File: config.mk
export PLATFORM = sky130hd
export DESIGN_NAME = mem_wb_elastic_flat
export DESIGN_NICKNAME = d
export VERILOG_FILES = /design/src/rtl/mem_wb_if.sv /design/src/rtl/mem_wb_elastic.sv /design/src/flat_wrapper.sv
export SDC_FILE = /design/constraint.sdc
export NUM_CORES = 1
export LEC_CHECK = 0
export ABC_CLOCK_PERIOD_IN_PS = 1600
export CAP_MARGIN = 10
export CORE_MARGIN = 2
export CORE_UTILIZATION = 42
export DETAILED_ROUTE_END_ITERATION = 8
export PLACE_DENSITY = 0.79
export SLEW_MARGIN = 30
export SYNTH_ARGS = -nofsm -noshare
export SYNTH_HDL_FRONTEND = slang
export SYNTH_SLANG_ARGS = --single-unit
File: constraint.sdc
create_clock -name clk -period 1.6 [get_ports clk]
set_clock_uncertainty 0.2 [all_clocks]
set_input_delay 0.32 -clock clk [delete_from_list [all_inputs] [get_ports clk]]
set_output_delay 0.32 -clock clk [all_outputs]
set_load 0.03 [all_outputs]
File: src/rtl/mem_wb_if.sv
// mem_wb_if: handshake and payload bundle between the MEM stage, the
// MEM/WB elastic register and the WB stage.
//
// Handshake: an entry moves across a side in a cycle exactly when that
// side's valid and ready are both 1 at the rising clock edge. Once valid is
// raised, the source holds valid and the payload stable until the transfer.
//
// Modports:
//   slave  - the pipeline register. It receives in_* / mem_* / out_ready and
//            drives in_ready, out_valid and wb_*.
//   master - the environment (MEM and WB stages), with the opposite
//            directions.
interface mem_wb_if #(
  parameter int DATA_WIDTH    = 16,
  parameter int REGADDR_WIDTH = 3
);
  logic                     in_valid;
  logic                     in_ready;
  logic                     mem_reg_write;
  logic                     mem_mem_read;
  logic [DATA_WIDTH-1:0]    mem_read_data;
  logic [DATA_WIDTH-1:0]    mem_alu_result;
  logic [REGADDR_WIDTH-1:0] mem_rd;
  logic                     out_valid;
  logic                     out_ready;
  logic                     wb_reg_write;
  logic                     wb_mem_to_reg;
  logic [DATA_WIDTH-1:0]    wb_read_data;
  logic [DATA_WIDTH-1:0]    wb_alu_result;
  logic [REGADDR_WIDTH-1:0] wb_rd;
  logic [DATA_WIDTH-1:0]    wb_write_data;
  logic                     wb_rf_we;

  modport slave (
    input  in_valid, mem_reg_write, mem_mem_read, mem_read_data,
           mem_alu_result, mem_rd, out_ready,
    output in_ready, out_valid, wb_reg_write, wb_mem_to_reg, wb_read_data,
           wb_alu_result, wb_rd, wb_write_data, wb_rf_we
  );

  modport master (
    output in_valid, mem_reg_write, mem_mem_read, mem_read_data,
           mem_alu_result, mem_rd, out_ready,
    input  in_ready, out_valid, wb_reg_write, wb_mem_to_reg, wb_read_data,
           wb_alu_result, wb_rd, wb_write_data, wb_rf_we
  );
endinterface

File: src/rtl/mem_wb_elastic.sv
// mem_wb_elastic: MEM/WB pipeline register with a 2-entry skid buffer.
// WB can stall MEM without a combinational ready path: in_ready is a flop
// that reflects "not FULL" for the next cycle. Entries leave strictly in
// arrival order. Also forms the writeback mux and a one-cycle RF write enable.
//
// Ports:
//   clk       - clock, all state updates on the rising edge
//   reset     - synchronous reset, active low
//   flush     - drop every held entry (and any entry offered this cycle)
//   bus       - mem_wb_if.slave: in_valid/in_ready + mem_* payload in,
//               out_valid/out_ready + wb_* head payload out
//   dbg_state - current occupancy state (0 EMPTY, 1 ONE, 2 FULL)
//   stat_retired, stat_stall - pop / stall counters, present only when the
//               macro MEM_WB_STATS_EN is defined
module mem_wb_elastic #(
  parameter int DATA_WIDTH    = 16,
  parameter int REGADDR_WIDTH = 3,
  parameter int STAT_WIDTH    = 32
) (
  input  logic           clk,
  input  logic           reset,
  input  logic           flush,
  mem_wb_if.slave        bus,
  output logic [1:0]     dbg_state
`ifdef MEM_WB_STATS_EN
  ,
  output logic [STAT_WIDTH-1:0] stat_retired,
  output logic [STAT_WIDTH-1:0] stat_stall
`endif
);

  typedef enum logic [1:0] {
    EMPTY = 2'd0,
    ONE   = 2'd1,
    FULL  = 2'd2
  } state_t;

  typedef struct packed {
    logic                     reg_write;
    logic                     mem_read;
    logic [DATA_WIDTH-1:0]    read_data;
    logic [DATA_WIDTH-1:0]    alu_result;
    logic [REGADDR_WIDTH-1:0] rd;
  } entry_t;

  state_t state, next_state;
  entry_t main_q, skid_q, in_entry;
  logic   in_ready_q;
  logic   accept, pop;
  logic   load_main_in, load_skid_in, move_skid;

  assign in_entry = '{reg_write:  bus.mem_reg_write,
                      mem_read:   bus.mem_mem_read,
                      read_data:  bus.mem_read_data,
                      alu_result: bus.mem_alu_result,
                      rd:         bus.mem_rd};

  // Main is valid in ONE and FULL; skid is valid only in FULL.
  assign bus.out_valid = (state != EMPTY);
  assign bus.in_ready  = in_ready_q;
  assign accept        = bus.in_valid & in_ready_q;
  assign pop           = bus.out_valid & bus.out_ready;

  always_comb begin
    next_state   = state;
    load_main_in = 1'b0;
    load_skid_in = 1'b0;
    move_skid    = 1'b0;
    case (state)
      EMPTY: begin
        if (accept) begin
          next_state   = ONE;
          load_main_in = 1'b1;
        end
      end
      ONE: begin
        if (accept && pop) begin
          load_main_in = 1'b1;
        end else if (accept) begin
          next_state   = FULL;
          load_skid_in = 1'b1;
        end else if (pop) begin
          next_state = EMPTY;
        end
      end
      FULL: begin
        // in_ready is 0 here, so only a pop can happen.
        if (pop) begin
          next_state = ONE;
          move_skid  = 1'b1;
        end
      end
      default: next_state = EMPTY;
    endcase
    // Flush squashes everything, including an entry accepted this cycle.
    if (flush) begin
      next_state   = EMPTY;
      load_main_in = 1'b0;
      load_skid_in = 1'b0;
      move_skid    = 1'b0;
    end
  end

  always_ff @(posedge clk) begin
    if (!reset) begin
      state      <= EMPTY;
      in_ready_q <= 1'b0;
      main_q     <= '0;
      skid_q     <= '0;
    end else begin
      state      <= next_state;
      in_ready_q <= (next_state != FULL);
      if (load_main_in) begin
        main_q <= in_entry;
      end else if (move_skid) begin
        main_q <= skid_q;
      end
      if (load_skid_in) begin
        skid_q <= in_entry;
      end
    end
  end

  assign bus.wb_reg_write  = main_q.reg_write;
  assign bus.wb_mem_to_reg = main_q.mem_read;
  assign bus.wb_read_data  = main_q.read_data;
  assign bus.wb_alu_result = main_q.alu_result;
  assign bus.wb_rd         = main_q.rd;
  assign bus.wb_write_data = main_q.mem_read ? main_q.read_data : main_q.alu_result;
  // Gated by out_valid so a stale reg_write in an empty main never writes.
  assign bus.wb_rf_we      = pop & main_q.reg_write;
  assign dbg_state         = state;

`ifdef MEM_WB_STATS_EN
  always_ff @(posedge clk) begin
    if (!reset) begin
      stat_retired <= '0;
      stat_stall   <= '0;
    end else begin
      if (pop) begin
        stat_retired <= stat_retired + 1'b1;
      end
      if (bus.out_valid && !bus.out_ready) begin
        stat_stall <= stat_stall + 1'b1;
      end
    end
  end
`endif

endmodule

File: src/flat_wrapper.sv
// flat-port wrapper written by rule: the top's interface ports become plain ports
module mem_wb_elastic_flat 
#(
  parameter int DATA_WIDTH    = 16,
  parameter int REGADDR_WIDTH = 3,
  parameter int STAT_WIDTH    = 32
)
  (clk, reset, flush, dbg_state, bus_in_valid, bus_mem_reg_write, bus_mem_mem_read, bus_mem_read_data, bus_mem_alu_result, bus_mem_rd, bus_out_ready, bus_in_ready, bus_out_valid, bus_wb_reg_write, bus_wb_mem_to_reg, bus_wb_read_data, bus_wb_alu_result, bus_wb_rd, bus_wb_write_data, bus_wb_rf_we);
  mem_wb_if #(.DATA_WIDTH(DATA_WIDTH), .REGADDR_WIDTH(REGADDR_WIDTH)) bus_i ();
  input  logic clk;
  input  logic reset;
  input  logic flush;
  output logic [1:0] dbg_state;
  input wire logic [$bits(bus_i.in_valid)-1:0] bus_in_valid;
  input wire logic [$bits(bus_i.mem_reg_write)-1:0] bus_mem_reg_write;
  input wire logic [$bits(bus_i.mem_mem_read)-1:0] bus_mem_mem_read;
  input wire logic [$bits(bus_i.mem_read_data)-1:0] bus_mem_read_data;
  input wire logic [$bits(bus_i.mem_alu_result)-1:0] bus_mem_alu_result;
  input wire logic [$bits(bus_i.mem_rd)-1:0] bus_mem_rd;
  input wire logic [$bits(bus_i.out_ready)-1:0] bus_out_ready;
  output wire logic [$bits(bus_i.in_ready)-1:0] bus_in_ready;
  output wire logic [$bits(bus_i.out_valid)-1:0] bus_out_valid;
  output wire logic [$bits(bus_i.wb_reg_write)-1:0] bus_wb_reg_write;
  output wire logic [$bits(bus_i.wb_mem_to_reg)-1:0] bus_wb_mem_to_reg;
  output wire logic [$bits(bus_i.wb_read_data)-1:0] bus_wb_read_data;
  output wire logic [$bits(bus_i.wb_alu_result)-1:0] bus_wb_alu_result;
  output wire logic [$bits(bus_i.wb_rd)-1:0] bus_wb_rd;
  output wire logic [$bits(bus_i.wb_write_data)-1:0] bus_wb_write_data;
  output wire logic [$bits(bus_i.wb_rf_we)-1:0] bus_wb_rf_we;
  assign bus_i.in_valid = bus_in_valid;
  assign bus_i.mem_reg_write = bus_mem_reg_write;
  assign bus_i.mem_mem_read = bus_mem_mem_read;
  assign bus_i.mem_read_data = bus_mem_read_data;
  assign bus_i.mem_alu_result = bus_mem_alu_result;
  assign bus_i.mem_rd = bus_mem_rd;
  assign bus_i.out_ready = bus_out_ready;
  assign bus_in_ready = bus_i.in_ready;
  assign bus_out_valid = bus_i.out_valid;
  assign bus_wb_reg_write = bus_i.wb_reg_write;
  assign bus_wb_mem_to_reg = bus_i.wb_mem_to_reg;
  assign bus_wb_read_data = bus_i.wb_read_data;
  assign bus_wb_alu_result = bus_i.wb_alu_result;
  assign bus_wb_rd = bus_i.wb_rd;
  assign bus_wb_write_data = bus_i.wb_write_data;
  assign bus_wb_rf_we = bus_i.wb_rf_we;
  mem_wb_elastic #(.DATA_WIDTH(DATA_WIDTH), .REGADDR_WIDTH(REGADDR_WIDTH), .STAT_WIDTH(STAT_WIDTH)) u_core (.clk(clk), .reset(reset), .flush(flush), .bus(bus_i), .dbg_state(dbg_state));
endmodule
Word level (Yosys, flattened, before mapping) --
Index checks and enable logic that the tools add are counted.
Word-level totals: output and inout port bits 58, input bits 42, flip-flop bits (word level) 77, logic and storage cells 42
Cells by class: eq/ne operators 3, mux-type cells 20, reductions and logical operators 4, bitwise operators 3
Operators by type and width (count):
- 37-bit 2-to-1 mux | 2
- 16-bit 2-to-1 mux | 1
- 2-bit 2-to-1 mux | 6
- 1-bit 2-to-1 mux | 9
- 2-bit one-hot mux with 3 select lines | 1
- 2-bit nonzero test | 2
- 1-bit bitwise AND | 3
- 2-bit by 1-bit equality test with 1-bit output, second input constant | 1
- 2-bit equality test, second input constant | 1
- 2-bit zero test | 1
- 2-bit inequality test, second input constant | 1
- 1-bit one-hot mux with 2 select lines | 1
- 1-bit logical AND | 1

Depth between registers and ports, before layout --
depth in word-level cells 8, mapped depth 6, gate-level depth less buffers 4

Worst setup path before layout --
Ideal clock, no wire load.
kind register -> output, from register u_core.main_q, in the netlist u_core.bus.wb_mem_to_reg, to output port bus_wb_write_data[10], path slack -533 ps, path buffers 2, arrival 1613 ps, cell stages (with the launch flop) 4, cells stage by stage dfxtp_1 > clkbuf_1 > buf_1 > mux2_2
On the way: cells in the longest elaborated chain, start to end 1
Ends and longest elaborated chain:
- start, declared | line mem_wb_elastic.sv:47 | entry_t main_q, skid_q, in_entry;
- start signal, assigned | line mem_wb_elastic.sv:114 | main_q <= in_entry;
- start signal, assigned | line mem_wb_elastic.sv:116 | main_q <= skid_q;
- 16-bit 2-to-1 mux | line mem_wb_elastic.sv:129 | assign bus.wb_write_data = main_q.mem_read ? main_q.read_data : main_q.alu_result;
- end, declared | line flat_wrapper.sv:28 | output wire logic [$bits(bus_i.wb_write_data)-1:0] bus_wb_write_data;
No other way between the ends.

Worst setup path after layout --
from register u_core.state[1] (netlist: u_core.dbg_state[1]), to register u_core.skid_q[11] (netlist bit)
On the way: cells in the longest elaborated chain, start to end 6
Ends and longest elaborated chain:
- start, declared | line mem_wb_elastic.sv:46 | state_t state, next_state;
- start signal, assigned | line mem_wb_elastic.sv:111 | state <= next_state;
- 2-bit nonzero test | line mem_wb_elastic.sv:59 | assign bus.out_valid = (state != EMPTY);
- 1-bit bitwise AND | line mem_wb_elastic.sv:62 | assign pop = bus.out_valid & bus.out_ready;
- 1-bit logical AND | line mem_wb_elastic.sv:77 | if (accept && pop) begin
- 1-bit 2-to-1 mux | line mem_wb_elastic.sv:77
- 1-bit 2-to-1 mux (*) | line mem_wb_elastic.sv:69 | case (state)
- 1-bit 2-to-1 mux (*) | line mem_wb_elastic.sv:96 | if (flush) begin
- end signal, assigned | line mem_wb_elastic.sv:119 | skid_q <= in_entry;
- end, declared | line mem_wb_elastic.sv:47
Mark *: on every way between the ends. The rest lies on a longest branch, timed or not. A chain may end at the register's enable or synchronous reset.

==> results.cfg <==
[status]
status = complete, but fails checks
violations = setup timing

[placement]
finalWeightedCongestion = 0.884
dp_hpwl_mm = 6.80
portBuffers = 99

[power_and_ir_drop]
combinationalPowerShare = 0.192
seq_power_share = 0.411
power.density_nw_per_um2 = 803
p_int_mw = 3.56
vdd_drop_max_mv = 0.602
clkPwrFrac = 0.398
switching_share = 0.274
netSwitchingPower_mw = 1.34
leakage_nw = 2.40

[global_route]
gr-total-overflow = 0
grtUsageTotal = 0.299
grt_start_max_net_pins = 38
antenna_found_initial = 0
grt_pass1_vias = 3851
grt_pass1_wl_mm = 19.8

[setup_path]
slowest_stage = and4b_4
worstSetupPathType = reg2reg
cpLargestDelayFamily = simple AND/OR/NAND/NOR gates
cp.required_ns = 1.66
end_kind = flip-flop
path_cells = buf_6, buf_6, buf_6, and4b_4, nand2_8, clkbuf_16, nand2_1, a21oi_1
critical_path_buf_inv_count = 4
crit_arrival_ns = 2.03
max_stage_delay_ns = 0.45
worstSetupStartpointType = flip-flop
cpMostUsedCell = buf_6
worstPathMaxFanout = 14

[detailed_routing]
wl_mm = 15.9
drc_errors = 0
ant_nets = 0
wl_per_cell_um = 23.7
via_per_inst = 6.23
num_vias = 4172
drt_first_iter_violations = 391
drt-pass1-iter-count = 5

[clocking]
cts_buffers = 9
clkSinkCount = 77
postCtsHoldBufs = 0
clk_path_buf_depth = 2
clkTransAtPathRegs_ns = 0.09
cts_htree_levels = 3
clkLatencyLatePin_ns = 0.36
cts_root_buf = clkbuf_8
cts_tree = built

[die]
die_area_sq_um = 8420
rows = 31
die_w_um = 91.7
coreArea_sq_um = 7370
ios = 100
initial_core_util = 0.439
die_h_um = 91.7

[synth]
synth_fp_nets = 448
syn-cell-area_sq_um = 3230
yosys.cell_types.count = 26
synth-async-reset-ratio = 0
syn_inst = 406
synth_area_leaders = dfxtp_1 (48%), nand2_1 (13%), a31oi_1 (7.2%), a21oi_1 (5.7%), nand3_1 (5.7%)
synth_area_leader_cell = dfxtp_1
synth_commonest_cells = nand2_1 (113), dfxtp_1 (77)
synth-seq-cells = 77
synth_seq_area_share = 0.477
synth_top_flop_cell = dfxtp_1
synthMostInstantiatedCell = nand2_1
ys.warnings.count = 0
yosysTopAreaCellShare = 0.477
synth-edff-count = 0
synth_area_per_cell_sq_um = 7.96

[final_layout]
syn2layout_area_growth_pct = 88.9
largest_register = u_core.skid_q
drive_above_1_share = 0.504
final_nets = 608
diodes = 0
largest_reg_flops = 37

[sta]
setup_slack_ns = -0.375
relSlewSlack = 0.786
finalCriticalPeriod_ns = 1.97
finalSetupTns_ns = -25.72
max_freq_mhz = 506
finalSetupViolations = 96
tightestPinTransition_ns = 0.317
slew_viol_final = 0
min_period_over_period = 1.23
rsz0062_at_grt = true
hold_viol_final = 0
hold_slack_ns = 0.236

[run]
max_cap_violations = 0

[worst_hold_path]
hp-class = in2reg
==> cell usage in the layout, fill, tap and decap left out, types with 2 or more instances in the layout <==
master           instances
nand3_1                 35
clkinv_4                 2
a21oi_2                 15
buf_16                   6
nand2_2                 32
dfxtp_4                  4
clkbuf_8                 9
dfxtp_1                 73
buf_12                  14
bufinv_16                3
buf_2                    4
nand3_2                  2
buf_6                   35
a21oi_1                 22
nand2_1                 60
o21ai_1                 13
clkbuf_16                9
a31oi_2                  2
a31oi_1                 31
buf_8                    2
dlygate4sd2_1            3
buf_4                   70
o21ai_2                 22
a31oi_4                  4
clkdlybuf4s15_2          4
nand2_4                 20
clkdlybuf4s50_1         38
o21ai_4                  2
mux2_4                  16
==> stage by stage <==
| step | setup slack (ns) | cells | power (mW) | utilization | area [sq um] |
|---|---|---|---|---|---|
| after floorplan | -0.0846 | 406 | 2.39 | - | 3310 |
| after CTS | -0.318 | 660 | 4.76 | 0.753 | 5550 |
| after detailed placement | -0.567 | 625 | 2.81 | 0.643 | 4740 |
| after global placement | -0.530 | 625 | 2.80 | 0.643 | 4740 |
| final | -0.375 | 670 | 4.90 | 0.829 | 6110 |
| after global routing | -0.391 | 670 | 5.02 | 0.829 | 6110 |
==> logic make-up after synthesis <==
group                     Yosys count  share of synthesized area
AOI/OAI and AO/OA                 113                      0.190
xor gates and xnor gates            1                    0.00271
buffers and inverters              37                     0.0611
DFF                                77                      0.477
muxes                              16                     0.0557
and+or+nand+nor                   162                      0.213
==> per-layer routing <==
layer  vias to the layer above  global-route usage  share of wire  wire (um)
met3                       111              0.0551           0.11       1700
li1                       1742                   -              -          -
met5                         -                   0              0          0
met4                         0               0.148          0.067       1060
met2                       391               0.513           0.48       7560
met1                      1928               0.359           0.35       5540
==> power groups by stage <==
stage	logic, mW	clock network [mW]	registers [mW]
2_1_floorplan	0.253	0	2.14
3_3_place_gp	0.752	0	2.04
3_5_place_dp	0.760	0	2.05
4_1_cts	0.849	1.91	2.00
5_1_grt	0.971	2.04	2.02
6_report	0.941	1.95	2.01
==> what timing repair did <==
action | 4_1_cts | 5_1_grt
setup buffers | 13 | 7
pin swaps | 39 | 33
cloned | 7 | 8
gates resized for setup | 238 | 95
setup endpoints to repair | 66 | 97
==> final timing paths <==
| path | start | endpoint | slack [ns] | cells after the start |
|---|---|---|---|---|
| setup / recovery | u_core.dbg_state[1] | u_core.skid_q[11] | -0.37 | 8 |
| hold / removal | flush | u_core.dbg_state[0] | 0.24 | 3 |
| setup reg to reg | u_core.dbg_state[1] | u_core.skid_q[11] | -0.37 | 8 |
| hold reg to reg | u_core.skid_q[19] | u_core.skid_q[19] | 0.26 | 2 |
==> worst reg2reg max path, stage by stage (launching register included) <==
cell	delay (ns)
dfxtp_4	0.35
buf_6	0.12
buf_6	0.11
buf_6	0.10
and4b_4	0.45
nand2_8	0.12
clkbuf_16	0.21
nand2_1	0.11
a21oi_1	0.10
==> final cells by class <==
type | instances | area (sq um)
Clock buffer | 10 | 149
Clock inverter | 6 | 116
Fill cell | 357 | 1260
Inverter | 1 | 3.75
Multi-Input combinational cell | 292 | 2080
Sequential cell | 77 | 1560
Tap cell | 99 | 124
Timing Repair Buffer | 185 | 2070
Power figures use the tool's default switching activity.
